==> src/rtl/mem_pkg.sv <==
// mem_pkg: shared memory-op codes, exception codes, FSM states and byte-enable patterns
package mem_pkg;
    localparam logic [3:0] OP_NONE = 4'd0;
    localparam logic [3:0] OP_LB   = 4'd1;
    localparam logic [3:0] OP_LBU  = 4'd2;
    localparam logic [3:0] OP_LH   = 4'd3;
    localparam logic [3:0] OP_LHU  = 4'd4;
    localparam logic [3:0] OP_LW   = 4'd5;
    localparam logic [3:0] OP_SB   = 4'd6;
    localparam logic [3:0] OP_SH   = 4'd7;
    localparam logic [3:0] OP_SW   = 4'd8;

    localparam logic [3:0] BE_B   = 4'b0001;
    localparam logic [3:0] BE_HLO = 4'b0011;
    localparam logic [3:0] BE_HHI = 4'b1100;
    localparam logic [3:0] BE_W   = 4'b1111;

    typedef enum logic [1:0] {EXC_NONE = 2'b00, EXC_MISAL = 2'b01, EXC_TMO = 2'b10} excp_e;
    typedef enum logic {S_IDLE, S_BUS} state_e;

    // Codes 9-15 are deliberately treated as non-memory ops.
    function automatic logic is_mem(input logic [3:0] op);
        return (op >= OP_LB) && (op <= OP_SW);
    endfunction
endpackage

==> src/rtl/mem_lsu_if.sv <==
// mem_lsu_if: req/ack data-bus between the load/store unit (master) and memory (slave)
interface mem_lsu_if #(parameter int ADDR_W = 32) ();
    logic              mem_req_o;
    logic              mem_we_o;
    logic [ADDR_W-1:0] mem_addr_o;
    logic [3:0]        mem_be_o;
    logic [31:0]       mem_wdata_o;
    logic              mem_ack_i;
    logic [31:0]       mem_rdata_i;

    modport master (output mem_req_o, mem_we_o, mem_addr_o, mem_be_o, mem_wdata_o,
                    input  mem_ack_i, mem_rdata_i);
    modport slave  (input  mem_req_o, mem_we_o, mem_addr_o, mem_be_o, mem_wdata_o,
                    output mem_ack_i, mem_rdata_i);
endinterface

==> src/rtl/mem_lane_fmt.sv <==
// mem_lane_fmt: store byte-enable/data packing, load lane extract and extend, alignment check
module mem_lane_fmt
    import mem_pkg::*;
(
    input  logic [3:0]  memop_i,
    input  logic [1:0]  addr_i,
    input  logic [31:0] sdata_i,
    input  logic [31:0] rdata_i,
    output logic [3:0]  be_o,
    output logic [31:0] wdata_o,
    output logic [31:0] ldata_o,
    output logic        misal_o,
    output logic        store_o
);
    logic        half, word;
    logic [31:0] rsh;
    logic [15:0] hw;

    always_comb begin
        half    = (memop_i == OP_LH) || (memop_i == OP_LHU) || (memop_i == OP_SH);
        word    = (memop_i == OP_LW) || (memop_i == OP_SW);
        misal_o = (half && addr_i[0]) || (word && (addr_i != 2'b00));
        store_o = (memop_i == OP_SB) || (memop_i == OP_SH) || (memop_i == OP_SW);
        be_o    = (memop_i == OP_SB) ? 4'(BE_B << addr_i) :
                  (memop_i == OP_SH) ? (addr_i[1] ? BE_HHI : BE_HLO) : BE_W;
        wdata_o = (memop_i == OP_SB) ? {4{sdata_i[7:0]}} :
                  (memop_i == OP_SH) ? {2{sdata_i[15:0]}} : sdata_i;
        rsh     = rdata_i >> {addr_i, 3'b000};
        hw      = addr_i[1] ? rdata_i[31:16] : rdata_i[15:0];
        ldata_o = (memop_i == OP_LB)  ? {{24{rsh[7]}}, rsh[7:0]} :
                  (memop_i == OP_LBU) ? {24'b0, rsh[7:0]} :
                  (memop_i == OP_LH)  ? {{16{hw[15]}}, hw} :
                  (memop_i == OP_LHU) ? {16'b0, hw} : rdata_i;
    end
endmodule

==> src/rtl/mem_lsu.sv <==
// mem_lsu: MEM stage with load/store unit; runs bus transactions and stalls upstream meanwhile
module mem_lsu
    import mem_pkg::*;
#(
    parameter int ADDR_W  = 32,
    parameter int REG_AW  = 5,
    parameter int TIMEOUT = 16
) (
    input  logic              clk,
    input  logic              rst,
    input  logic              valid_i,
    input  logic [3:0]        memop_i,
    input  logic [ADDR_W-1:0] mem_addr_i,
    input  logic [31:0]       mem_wdata_i,
    input  logic [31:0]       wdata_i,
    input  logic [REG_AW-1:0] wd_i,
    input  logic              wreg_i,
    output logic              stall_req_o,
    mem_lsu_if.master         bus,
    output logic              valid_o,
    output logic [31:0]       wdata_o,
    output logic [REG_AW-1:0] wd_o,
    output logic              wreg_o,
    output logic [1:0]        excp_o
);
    localparam int CW = (TIMEOUT > 1) ? $clog2(TIMEOUT) : 1;

    state_e            state_q;
    logic [CW-1:0]     cnt_q;
    logic              valid_q, wreg_q, req_q, we_q;
    logic [31:0]       wdata_q, bwdata_q;
    logic [REG_AW-1:0] wd_q;
    logic [1:0]        excp_q;
    logic [ADDR_W-1:0] addr_q;
    logic [3:0]        be_q, be;
    logic [31:0]       sdata, ldata;
    logic              misal, store, tmo;

    mem_lane_fmt u_fmt (
        .memop_i(memop_i),
        .addr_i (mem_addr_i[1:0]),
        .sdata_i(mem_wdata_i),
        .rdata_i(bus.mem_rdata_i),
        .be_o   (be),
        .wdata_o(sdata),
        .ldata_o(ldata),
        .misal_o(misal),
        .store_o(store)
    );

    assign tmo         = (TIMEOUT != 0) && (cnt_q == CW'(TIMEOUT - 1));
    assign stall_req_o = (state_q == S_IDLE) ? (valid_i && is_mem(memop_i) && !misal)
                                             : !bus.mem_ack_i;

    always_ff @(posedge clk) begin
        if (rst) begin
            state_q  <= S_IDLE;
            cnt_q    <= '0;
            valid_q  <= 1'b0;
            wdata_q  <= '0;
            wd_q     <= '0;
            wreg_q   <= 1'b0;
            excp_q   <= EXC_NONE;
            req_q    <= 1'b0;
            we_q     <= 1'b0;
            addr_q   <= '0;
            be_q     <= '0;
            bwdata_q <= '0;
        end else begin
            excp_q <= EXC_NONE;
            if (state_q == S_IDLE) begin
                cnt_q   <= '0;
                valid_q <= valid_i && (!is_mem(memop_i) || misal);
                if (valid_i && !is_mem(memop_i)) begin
                    wdata_q <= wdata_i;
                    wd_q    <= wd_i;
                    wreg_q  <= wreg_i;
                end else if (valid_i && misal) begin
                    wd_q   <= wd_i;
                    wreg_q <= 1'b0;
                    excp_q <= EXC_MISAL;
                end else if (valid_i) begin
                    state_q  <= S_BUS;
                    req_q    <= 1'b1;
                    we_q     <= store;
                    addr_q   <= {mem_addr_i[ADDR_W-1:2], 2'b00};
                    be_q     <= be;
                    bwdata_q <= sdata;
                end
            end else if (bus.mem_ack_i) begin
                state_q <= S_IDLE;
                req_q   <= 1'b0;
                cnt_q   <= '0;
                valid_q <= 1'b1;
                wd_q    <= wd_i;
                wreg_q  <= store ? 1'b0 : wreg_i;
                if (!store) wdata_q <= ldata;
            end else if (tmo) begin
                state_q <= S_IDLE;
                req_q   <= 1'b0;
                cnt_q   <= '0;
                valid_q <= 1'b1;
                wd_q    <= wd_i;
                wreg_q  <= 1'b0;
                excp_q  <= EXC_TMO;
            end else begin
                cnt_q   <= cnt_q + 1'b1;
                valid_q <= 1'b0;
            end
        end
    end

    assign valid_o         = valid_q;
    assign wdata_o         = wdata_q;
    assign wd_o            = wd_q;
    assign wreg_o          = wreg_q;
    assign excp_o          = excp_q;
    assign bus.mem_req_o   = req_q;
    assign bus.mem_we_o    = we_q;
    assign bus.mem_addr_o  = addr_q;
    assign bus.mem_be_o    = be_q;
    assign bus.mem_wdata_o = bwdata_q;
endmodule

==> src/flat_wrapper.sv <==
// flat-port wrapper written by rule: the top's interface ports become plain ports
module mem_lsu_flat import mem_pkg::*;
#(
    parameter int ADDR_W  = 32,
    parameter int REG_AW  = 5,
    parameter int TIMEOUT = 16
)
  (clk, rst, valid_i, memop_i, mem_addr_i, mem_wdata_i, wdata_i, wd_i, wreg_i, stall_req_o, valid_o, wdata_o, wd_o, wreg_o, excp_o, bus_mem_req_o, bus_mem_we_o, bus_mem_addr_o, bus_mem_be_o, bus_mem_wdata_o, bus_mem_ack_i, bus_mem_rdata_i);
  mem_lsu_if #(.ADDR_W(ADDR_W)) bus_i ();
  input  logic clk;
  input  logic rst;
  input  logic valid_i;
  input  logic [3:0] memop_i;
  input  logic [ADDR_W-1:0] mem_addr_i;
  input  logic [31:0] mem_wdata_i;
  input  logic [31:0] wdata_i;
  input  logic [REG_AW-1:0] wd_i;
  input  logic wreg_i;
  output logic stall_req_o;
  output logic valid_o;
  output logic [31:0] wdata_o;
  output logic [REG_AW-1:0] wd_o;
  output logic wreg_o;
  output logic [1:0] excp_o;
  output wire logic [$bits(bus_i.mem_req_o)-1:0] bus_mem_req_o;
  output wire logic [$bits(bus_i.mem_we_o)-1:0] bus_mem_we_o;
  output wire logic [$bits(bus_i.mem_addr_o)-1:0] bus_mem_addr_o;
  output wire logic [$bits(bus_i.mem_be_o)-1:0] bus_mem_be_o;
  output wire logic [$bits(bus_i.mem_wdata_o)-1:0] bus_mem_wdata_o;
  input wire logic [$bits(bus_i.mem_ack_i)-1:0] bus_mem_ack_i;
  input wire logic [$bits(bus_i.mem_rdata_i)-1:0] bus_mem_rdata_i;
  assign bus_mem_req_o = bus_i.mem_req_o;
  assign bus_mem_we_o = bus_i.mem_we_o;
  assign bus_mem_addr_o = bus_i.mem_addr_o;
  assign bus_mem_be_o = bus_i.mem_be_o;
  assign bus_mem_wdata_o = bus_i.mem_wdata_o;
  assign bus_i.mem_ack_i = bus_mem_ack_i;
  assign bus_i.mem_rdata_i = bus_mem_rdata_i;
  mem_lsu #(.ADDR_W(ADDR_W), .REG_AW(REG_AW), .TIMEOUT(TIMEOUT)) u_core (.clk(clk), .rst(rst), .valid_i(valid_i), .memop_i(memop_i), .mem_addr_i(mem_addr_i), .mem_wdata_i(mem_wdata_i), .wdata_i(wdata_i), .wd_i(wd_i), .wreg_i(wreg_i), .stall_req_o(stall_req_o), .bus(bus_i), .valid_o(valid_o), .wdata_o(wdata_o), .wd_o(wd_o), .wreg_o(wreg_o), .excp_o(excp_o));
endmodule
==> config.mk <==
export PLATFORM = sky130hd
export DESIGN_NAME = mem_lsu_flat
export DESIGN_NICKNAME = d
export VERILOG_FILES = /design/src/rtl/mem_pkg.sv /design/src/rtl/mem_lsu_if.sv /design/src/rtl/mem_lane_fmt.sv /design/src/rtl/mem_lsu.sv /design/src/flat_wrapper.sv
export SDC_FILE = /design/constraint.sdc
export NUM_CORES = 1
export LEC_CHECK = 0
export ABC_AREA = 1
export ABC_CLOCK_PERIOD_IN_PS = 2300
export CORE_MARGIN = 5
export CORE_UTILIZATION = 36
export CTS_CLUSTER_DIAMETER = 40
export CTS_CLUSTER_SIZE = 10
export DETAILED_ROUTE_END_ITERATION = 8
export GPL_ROUTABILITY_DRIVEN = 0
export PLACE_DENSITY = 0.7
export SLEW_MARGIN = 30
export SYNTH_ARGS = -nofsm -noshare
export SYNTH_HDL_FRONTEND = slang
export SYNTH_SLANG_ARGS = --single-unit
==> constraint.sdc <==
create_clock -name clk -period 2.3 [get_ports clk]
set_input_delay 0.46 -clock clk [delete_from_list [all_inputs] [get_ports clk]]
set_output_delay 0.46 -clock clk [all_outputs]
set_load 0.01 [all_outputs]
==> results.json, run 1 <==
{
  "dr.max_layer_used": "met4",
  "clk_latency_ps": 420,
  "netlist_top_cells_area": "dfxtp_1 39%, nor2_1 17%, nand2_1 10%, o21ai_0 5.0%, nand3_1 4.5%",
  "io_buffers": 251,
  "area_growth_syn_to_layout_pct": 61.4,
  "dp.cells": 1386,
  "netlist_area_mm2": 0.00586,
  "overflow": 0,
  "vias_per_cell": 4.83,
  "die_h_um": 138,
  "leakagePower_nw": 4.27,
  "start_util_pct": 36.8,
  "yosysWarnings": 0,
  "ios": 254,
  "min_period_over_period_pct": 92.9,
  "coreArea_mm2": 0.0159,
  "die-area_mm2": 0.0189,
  "yosysSeqAreaShare_pct": 38.9,
  "final_hold_viol_count": 0,
  "required_ps": 1840,
  "fin_skew_ps": 8.60,
  "synth_flop_cell": "dfxtp_1",
  "holdWs_ps": 463,
  "fin_util_pct": 59.3,
  "slowest_stage": "clkdlybuf4s50_1",
  "grt_pass1_wl_um": 34900,
  "fin_crit_ps": 2140,
  "routed_wl_um": 22200,
  "clk_pin_slew_worst_paths_ps": 50,
  "routed-wl-met3_um": 2390,
  "fmax_mhz": 468,
  "synth-seq-cells": 114,
  "num_vias": 6854,
  "met2WireLength_um": 10500,
  "clock_sinks": 114,
  "grt_pass1_vias": 6810,
  "crit_path_frequent_cell": "inv_2",
  "clk_path_buf_depth": 2,
  "powerDensity_mw_per_mm2": 679,
  "peakVddDrop_v": 0.000573,
  "final_area_mm2": 0.00946,
  "synth-edff-count": 0,
  "slew-limit-headroom_pct": 50.7,
  "wl_met1_um": 8900,
  "die_w_um": 138,
  "synth_commonest_cells": "270 x nor2_1, 157 x nand2_1, 114 x dfxtp_1",
  "rsz0062_at_grt": "no",
  "drtPass1Iterations": 5,
  "netlist_instances": 923,
  "grt_start_max_net_pins": 75,
  "synth.most_common_cell": "nor2_1",
  "h-tree-depth": 4,
  "antennaDiodeCount": 0,
  "crit_path_end_kind": "output port",
  "synth_area_per_cell_um2": 6.35,
  "cts_tree": "yes",
  "synth_cell_types": 28,
  "nFillCells": 1557,
  "crit_chain": "clkdlybuf4s50_1 > nor2_2 > inv_2 > nand2_1 > nand2_2 > nor2_4 > inv_2 > o21ai_0 > buf_2",
  "critPathMaxStageDelay_ps": 440,
  "holdCritPathClass": "reg2reg",
  "critPathMaxFanout": 2,
  "synth_top_area_share_pct": 38.9,
  "place_area_mm2": 0.00884,
  "yosys.area.top_type": "dfxtp_1",
  "drc": 0,
  "gr-usage-all-layers_pct": 23.6,
  "hpwl_um": 16200,
  "critical_path_class": "in2out",
  "cp.arrival_ps": 1680,
  "tightest_slew_ps": 739,
  "drive_gt1_share_pct": 10.2,
  "wl_per_cell_um": 15.7,
  "setup_tns_ps": 0,
  "async_flop_share_pct": 0,
  "finalNonFillerCells": 1418,
  "cp-start-kind": "input pin",
  "nets": 1333,
  "cts_buffers": 17,
  "antenna_found_initial": 0,
  "maxSlewViolCount": 0,
  "status": "finished, final reports clean",
  "num_rows": 46,
  "reg2reg_slack_ps": 530,
  "drv_cap": 0,
  "root_buffer": "clkbuf_16",
  "setup_viol": 0,
  "drt_iter0_drc": 326,
  "postRouteAntennaNets": 0
}
## sequential cells by signal, summed over array words and instances, names as in the netlist
signal,count
u_core.bus.mem_wdata_o,32
u_core.wdata_o,32
u_core.bus.mem_addr_o,30
u_core.wd_o,5
u_core.bus.mem_be_o,4
u_core.cnt_q,4
u_core.excp_o,2
u_core.bus.mem_req_o,1
u_core.bus.mem_we_o,1
u_core.state_q,1
u_core.valid_o,1
u_core.wreg_o,1
## worst paths after layout
path,startpoint,end,cells after the start
hold / removal,u_core.cnt_q[0]$_SDFF_PP0_,u_core.cnt_q[0]$_SDFF_PP0_,1
hold reg to reg,u_core.cnt_q[0]$_SDFF_PP0_,u_core.cnt_q[0]$_SDFF_PP0_,1
setup reg to reg,u_core.state_q$_SDFF_PP0_,u_core.bus.mem_addr_o[29]$_SDFFE_PP0P_,7
setup / recovery,mem_addr_i[0],stall_req_o,9
## where the power goes
group          internal, W  switching (W)
clock network      0.00178       0.000945
logic             0.000767       0.000701
registers          0.00214      0.0000823
total              0.00469        0.00173
## cell type report
class	count	area [um2]	area share (%)
clock buffers	22	474	5.01
clock inverters	9	130	1.38
inverters	67	251	2.66
multi-input cells	687	3070	32.5
flip-flops and latches	114	2280	24.1
well taps	216	270	2.86
repair buffers	303	2980	31.5
## layer usage
metal,vias to the layer above,GRT usage [%]
li1,3457,-
met1,3115,26.6
met2,257,40.3
met3,25,9.79
met4,0,7.76
met5,-,0
## placed cells by master, fill, tap and decap left out, drive strengths merged
cell	netlist	final
bufinv	0	3
dfxtp	114	114
clkbuf	28	23
dlygate4sd2	0	3
nor4	1	1
nand2	160	160
a22oi	7	7
conb	1	2
clkinv	0	5
ha	1	1
or2	24	24
buf	28	53
clkdlybuf4s50	0	246
xnor2	1	1
nand3	53	53
nand4	7	7
inv	67	67
clkinvlp	0	1
a21oi	38	38
o211ai	9	9
o21bai	5	5
a21boi	15	15
o21ai	90	90
nor2	274	274
## logic make-up (layout without fill, tap and decap cells)
group / after synthesis / count (layout) / share of synthesized area, %
flip-flops: 114 / 114 / 38.9
adder cells (fa/ha/maj): 1 / 1 / 0.213
AND/OR/NAND/NOR: 519 / 519 / 36.1
AO/OA/AOI/OAI: 164 / 164 / 15.5
XOR/XNOR: 1 / 1 / 0.149
buffers and inverters: 123 / 401 / 8.99
other: 1 / 2 / 0.0640
## worst max-delay path: cells and delay by family
family | cells | cell delay, ps
AOI/OAI and AO/OA | 1 | 50
buffers and inverters | 4 | 690
and+or+nand+nor | 4 | 470
## repair_timing
item,4_1_cts,5_1_grt
hold endpoints to repair,0,0
resized for setup,14,4
pin swaps,1,3
hold buffers,0,0
setup endpoints to repair,1,2
setup buffers,1,0
## per-stage QoR
stage | setup slack [ps] | total power [W]
floorplan | 288 | 0.00291
global placement | -477 | 0.00372
detailed placement | -534 | 0.00373
CTS | 117 | 0.00648
global route | 19.4 | 0.00675
finish | 164 | 0.00642
Power figures use the tool's default switching activity.
==> inputs of run 2 (changes only) <==
--- a/config.mk
+++ b/config.mk
@@ -18,3 +18,4 @@
 export SYNTH_ARGS = -nofsm -noshare
 export SYNTH_HDL_FRONTEND = slang
 export SYNTH_SLANG_ARGS = --single-unit
+export TNS_END_PERCENT = 100
==> results of run 2 <==
Final layout, timing and power as in run 1 (identical DEF).
